<file path="config.mk">
export PLATFORM = sky130hd
export DESIGN_NAME = stopwatch_core
export DESIGN_NICKNAME = d
export VERILOG_FILES = /design/src/rtl/stopwatch_pkg.sv /design/src/rtl/stopwatch_tick_prescaler.sv /design/src/rtl/stopwatch_core.sv
export SDC_FILE = /design/constraint.sdc
export NUM_CORES = 1
export LEC_CHECK = 0
export CORE_MARGIN = 4
export CORE_UTILIZATION = 35
export DETAILED_ROUTE_END_ITERATION = 6
export MAX_ROUTING_LAYER = met4
export PLACE_DENSITY = 0.66
export SETUP_SLACK_MARGIN = 0.02
export SYNTH_ARGS = -nofsm -noshare
export SYNTH_HDL_FRONTEND = slang
export SYNTH_SLANG_ARGS = --single-unit
</file>
<file path="constraint.sdc">
create_clock -name clk -period 2.4 [get_ports clk]
set_clock_uncertainty 0.2 [all_clocks]
set_input_delay 0.72 -clock clk [delete_from_list [all_inputs] [get_ports clk]]
set_output_delay 0.72 -clock clk [all_outputs]
set_load 0.005 [all_outputs]
</file>
<file path="src/rtl/stopwatch_pkg.sv">
// Shared constants and width helper for the stopwatch datapath.
package stopwatch_pkg;

  localparam logic MODE_UP   = 1'b0;
  localparam logic MODE_DOWN = 1'b1;

  // Bits needed to hold values 0..v-1, never less than one bit.
  function automatic int clog2w(input int v);
    return (v <= 2) ? 1 : $clog2(v);
  endfunction

endpackage

</file>
<file path="src/rtl/stopwatch_tick_prescaler.sv">
// Divides clk down to one-cycle sub-second ticks. Holds its phase while
// disabled so a stop/start pair resumes the partial period.
module tick_prescaler
  import stopwatch_pkg::*;
#(
  parameter int TICK_CYC = 50000
) (
  input  logic clk,
  input  logic reset,
  input  logic en,
  input  logic clr,
  output logic tick
);

  localparam int PW = clog2w(TICK_CYC);
  localparam logic [PW-1:0] LAST = PW'(TICK_CYC - 1);

  logic [PW-1:0] pcnt;

  assign tick = en && (pcnt == LAST);

  // Phase counter: cleared by clr, wraps on tick, frozen when not enabled.
  always_ff @(posedge clk or negedge reset) begin
    if (!reset)       pcnt <= '0;
    else if (clr)     pcnt <= '0;
    else if (tick)    pcnt <= '0;
    else if (en)      pcnt <= pcnt + 1'b1;
  end

endmodule

</file>
<file path="src/rtl/stopwatch_core.sv">
// Stopwatch/timer datapath: seconds + sub-second count with up/down modes,
// preload, lap capture and wrap-or-saturate at full scale.
module stopwatch_core
  import stopwatch_pkg::*;
#(
  parameter int CLK_HZ  = 500000,
  parameter int SUB_DIV = 10,
  parameter int SEC_MAX = 999,
  parameter int WRAP_EN = 1,
  localparam int TICK_CYC = CLK_HZ / SUB_DIV,
  localparam int SW = clog2w(SEC_MAX + 1),
  localparam int DW = clog2w(SUB_DIV)
) (
  input  logic          clk,
  input  logic          reset,
  input  logic          start,
  input  logic          stop,
  input  logic          clear,
  input  logic          mode,
  input  logic          load,
  input  logic [SW-1:0] load_sec,
  input  logic [DW-1:0] load_sub,
  input  logic          lap,
  output logic [SW-1:0] cnt_sec,
  output logic [DW-1:0] cnt_sub,
  output logic          running,
  output logic [SW-1:0] lap_sec,
  output logic [DW-1:0] lap_sub,
  output logic          lap_valid,
  output logic          done,
  output logic          wrapped
);

  typedef struct packed {
    logic [SW-1:0] sec;
    logic [DW-1:0] sub;
  } count_t;

  localparam logic [SW-1:0] SEC_TOP = SW'(SEC_MAX);
  localparam logic [DW-1:0] SUB_TOP = DW'(SUB_DIV - 1);

  count_t cnt;
  count_t lap_q;
  count_t ld_val;
  logic   mode_q;
  logic   tick;
  logic   pre_en;
  logic   is_zero;
  logic   is_top;
  logic   is_one_sub;

  // The prescaler only advances in cycles where the count may take a tick;
  // a stop or clear in the same cycle freezes/clears it instead.
  assign pre_en = running && !stop && !clear;

  tick_prescaler #(.TICK_CYC(TICK_CYC)) u_pre (
    .clk   (clk),
    .reset (reset),
    .en    (pre_en),
    .clr   (clear),
    .tick  (tick)
  );

  assign is_zero    = (cnt.sec == '0) && (cnt.sub == '0);
  assign is_top     = (cnt.sec == SEC_TOP) && (cnt.sub == SUB_TOP);
  assign is_one_sub = (cnt.sec == '0) && (cnt.sub == DW'(1));

  // Preload values clamped into the representable range.
  always_comb begin
    ld_val.sec = (load_sec > SEC_TOP) ? SEC_TOP : load_sec;
    ld_val.sub = (load_sub > SUB_TOP) ? SUB_TOP : load_sub;
  end

  // Count, run state and mode latch; one control action per cycle in
  // priority clear > load > stop > start > tick.
  always_ff @(posedge clk or negedge reset) begin
    if (!reset) begin
      cnt     <= '0;
      running <= 1'b0;
      mode_q  <= MODE_UP;
      done    <= 1'b0;
      wrapped <= 1'b0;
    end else begin
      done    <= 1'b0;
      wrapped <= 1'b0;
      if (clear) begin
        cnt <= '0;
      end else if (load && !running) begin
        cnt <= ld_val;
      end else if (stop) begin
        running <= 1'b0;
      end else if (start && !running) begin
        // A down count from 0.0 has nothing to do.
        if (!(mode == MODE_DOWN && is_zero)) begin
          running <= 1'b1;
          mode_q  <= mode;
        end
      end else if (tick) begin
        if (mode_q == MODE_UP) begin
          if (is_top) begin
            if (WRAP_EN != 0) begin
              cnt     <= '0;
              wrapped <= 1'b1;
            end else begin
              running <= 1'b0;
              done    <= 1'b1;
            end
          end else if (cnt.sub == SUB_TOP) begin
            cnt.sub <= '0;
            cnt.sec <= cnt.sec + 1'b1;
          end else begin
            cnt.sub <= cnt.sub + 1'b1;
          end
        end else begin
          // A clear while running down can leave 0.0 live; stop there.
          if (is_zero) begin
            running <= 1'b0;
            done    <= 1'b1;
          end else begin
            if (cnt.sub == '0) begin
              cnt.sub <= SUB_TOP;
              cnt.sec <= cnt.sec - 1'b1;
            end else begin
              cnt.sub <= cnt.sub - 1'b1;
            end
            if (is_one_sub) begin
              running <= 1'b0;
              done    <= 1'b1;
            end
          end
        end
      end
    end
  end

  // Lap capture of the pre-tick count; survives clear.
  always_ff @(posedge clk or negedge reset) begin
    if (!reset) begin
      lap_q     <= '0;
      lap_valid <= 1'b0;
    end else begin
      lap_valid <= lap;
      if (lap) lap_q <= cnt;
    end
  end

  assign cnt_sec = cnt.sec;
  assign cnt_sub = cnt.sub;
  assign lap_sec = lap_q.sec;
  assign lap_sub = lap_q.sub;

endmodule

</file>
==> flow_summary_export.csv <==
group,metric,value,unit
outcome,status,"finished with violations",
outcome,violations,"setup timing",
floorplan,die_h,104,µm
timing,fin_crit_sh,102,%
timing,worst_slack,-0.0531,ns
clock_tree,cts_tree,"done",
route,dr.pass1.iters,4,
clock_tree,clock_latency,0.31,ns
floorplan,die_w,104,µm
cells_and_area,num_antenna_cells,0,
yosys,yosys.cell_types.count,62,
route,dr.first_iter.drc_count,98,
timing,finalSetupViolCount,11,
run,cap_violations,0,
route,num_vias,3150,
critical_path,crit_path_start_kind,"register",
route,drt-total-wl,9700,µm
critical_path,endpoint,"cnt_sec[6]$_DFFE_PN0P_",
yosys,synth_top_cell_area_share,38.2,%
clock_tree,cts.sinks,49,
timing,drv_slew,0,
grt,grt_pass1_vias,3165,
clock_tree,hold_buffers,0,
grt,track_usage,18.0,%
critical_path,r2r-start,"cnt_sec[0]$_DFFE_PN0P_",
yosys,synthMostInstantiatedCell,"dfrtp_1",
cells_and_area,final_nets,498,
yosys,synth.top_cells.by_count,"dfrtp_1 (49), nand2_1 (25), a21oi_1 (23), nor2_1 (23), inv_1 (20)",
route,drc,0,
yosys,syn-cell-area,3210,µm²
yosys,synth_largest_area_cell,"dfrtp_1",
cells_and_area,drive_gt1_share,29.6,%
placement,globalplace.congestion,0.905,
yosys,async_reset_ff_share,100,%
yosys,synth.net_count,382,
critical_path,critical_path_required,2.42,ns
cells_and_area,stdcell_count,577,
timing,slew_headroom,63.0,%
floorplan,pin_count,54,
timing,finalSetupTns,-0.405,ns
critical_path,cp_max_fo,4,
critical_path,cp-startpoint,"cnt_sec[0]$_DFFE_PN0P_",
pwr,peakVddDrop,0.000266,V
placement,dpl_cell_area,4360,µm²
yosys,syn_inst,352,
timing,fin_hold_ws,0.159,ns
placement,dp.cells,560,
timing,rsz0062_at_grt,"true",
yosys,synth_edf_count,0,
yosys,synth-seq-cells,49,
route,wl_per_cell,16.8,µm
timing,tightest_slew,0.554,ns
critical_path,endpoint_kind,"register",
yosys,ys_top_cells_by_area,"dfrtp_1 (38%), mux2_2 (5.3%), a21oi_1 (3.6%)",
critical_path,r2r_end,"cnt_sec[6]$_DFFE_PN0P_",
timing,max_freq,0.408,GHz
grt,grt_pass1_wl,15700,µm
placement,dp_hpwl,7210,µm
critical_path,crit_slowest_cell,"or4_4",
yosys,avgSynthCellArea,9.12,µm²
critical_path,crit_chain,"inv_2 -> buf_4 -> ha_1 -> or3b_4 -> or4_4 -> a211oi_2 -> a221oi_2 -> o31ai_1",
yosys,synthFlopType,"dfrtp_1",
clock_tree,clkTransAtPathRegs,0.10,ns
cells_and_area,syn2layout_area_growth,44.8,%
grt,grt_overflow,0,
yosys,synth_warnings,0,
cells_and_area,design_area,4650,µm²
floorplan,std_cell_rows,34,
clock_tree,cts_made_buffers,5,
critical_path,worst-r2r-setup-slack,-0.05,ns
floorplan,initial_utilization,36.5,%
placement,numPortBuffers,53,
pwr,p_leak,2.00,nW
grt,antenna_found_initial,0,
grt,grt_max_degree,32,
floorplan,die_area,10800,µm²
route,vias_per_cell,5.46,
critical_path,critPathKind,"reg -> reg",
timing,hold_viol,0,
timing,finalCriticalPeriod,2.45,ns
yosys,synth-seq-area-share,38.2,%
critical_path,arrival,2.47,ns
critical_path,r2r_cells,8,
floorplan,core,8810,µm²
clock_tree,cts_buffer_depth,2,
route,drtAntennaViolNets,0,
cells_and_area,final_util,52.8,%
clock_tree,root_buffer,"clkbuf_8",
pwr,powerDensity,722,nW/µm²
min_path,holdCritPathClass,"in -> async",
clock_tree,htree_num_levels,2,
critical_path,critPathMaxStageDelay,0.42,ns
==> stage by stage <==
step | worst slack (ns) | power (mW)
after floorplan | 0.0193 | 1.93
after global placement | -0.235 | 2.68
after detailed placement | -0.302 | 2.70
after CTS | -0.0741 | 3.33
after global routing | -0.143 | 3.57
final | -0.0531 | 3.36
==> flip-flops by register name, summed over array words and instances (netlist names) <==
name,flops
cnt_sec,10
wrapped,1
lap_valid,1
running,1
cnt_sub,4
mode_q,1
lap_sub,4
done,1
u_pre.pcnt,16
lap_sec,10
==> cell type report <==
type | count | area (µm²)
inverter | 20 | 75.1
clock buffer | 7 | 86.3
tap | 108 | 135
sequential | 49 | 1230
timing repair buffer | 130 | 1150
clock inverter | 1 | 7.51
fill | 800 | 4150
multi-input combinational | 262 | 1960
==> logic make-up (layout without fill, tap and decap cells) <==
group | count (synthesis) | in the layout | share of synthesized area [%]
and+or+nand+nor | 134 | 134 | 24.5
muxes | 24 | 24 | 8.10
buffers and inverters | 41 | 158 | 4.99
xor gates and xnor gates | 11 | 11 | 3.00
DFF | 49 | 49 | 38.2
adders and majority gates | 8 | 8 | 3.12
AOI/OAI and AO/OA | 85 | 85 | 18.2
==> cells in the final DEF (no fill, tap or decap), drive strengths merged, types with 3 or more instances in the layout <==
master and instances:
a211oi 5, or3 3, xnor2 7, nor3 8, o31ai 4, nor4 6, nor2 24, clkbuf 7
inv 20, nand3b 5, ha 8, or4b 3, mux2 16, dfrtp 49, nand3 18, nand4 7
nand2 25, a221oi 3, nand2b 7, buf 78, o21ai 20, xor2 4, a21oi 24, a22o 6
nor3b 3, mux2i 8, clkdlybuf4s50 50, and4 4, nor2b 5, or4 7
==> layer usage <==
layer  up-vias  part of all wire, %  global-route usage (%)
li1       1529                    -                       -
met1      1528                   43                    22.3
met2        81                   51                    30.9
met3        12                  4.6                    3.05
met4         0                  1.1                    4.37
met5         -                    0                       -
==> worst min path at each step <==
stage	slack (ns)	depth (start not counted)	to	startpoint
after floorplan	0.22	0	cnt_sec[0]$_DFFE_PN0P_	reset
final	0.16	1	lap_sub[0]$_DFFE_PN0P_	reset
after detailed placement	0.30	1	lap_sec[6]$_DFFE_PN0P_	lap_sec[6]$_DFFE_PN0P_
after CTS	0.18	1	lap_sub[0]$_DFFE_PN0P_	reset
after global routing	0.19	1	lap_sec[6]$_DFFE_PN0P_	reset
after global placement	0.29	1	lap_sec[5]$_DFFE_PN0P_	lap_sec[5]$_DFFE_PN0P_
==> critical path: cells and delay by family, from the launching register on <==
family / cells / cell delay [ns]
and+or+nand+nor: 2 / 0.83
adders and majority gates: 1 / 0.16
buffers and inverters: 2 / 0.21
DFF: 1 / 0.41
AOI/OAI and AO/OA: 3 / 0.56
==> report_power, final <==
group	switching, mW	internal [mW]
registers	0.0791	0.956
clock network	0.291	0.235
logic	0.870	0.926
==> repair_timing <==
action	4_1_cts	5_1_grt
gates resized for setup	16	13
pin swaps	5	5
endpoints found under the setup margin	11	18
setup buffers	2	7
(Power assumes the default switching activity.)
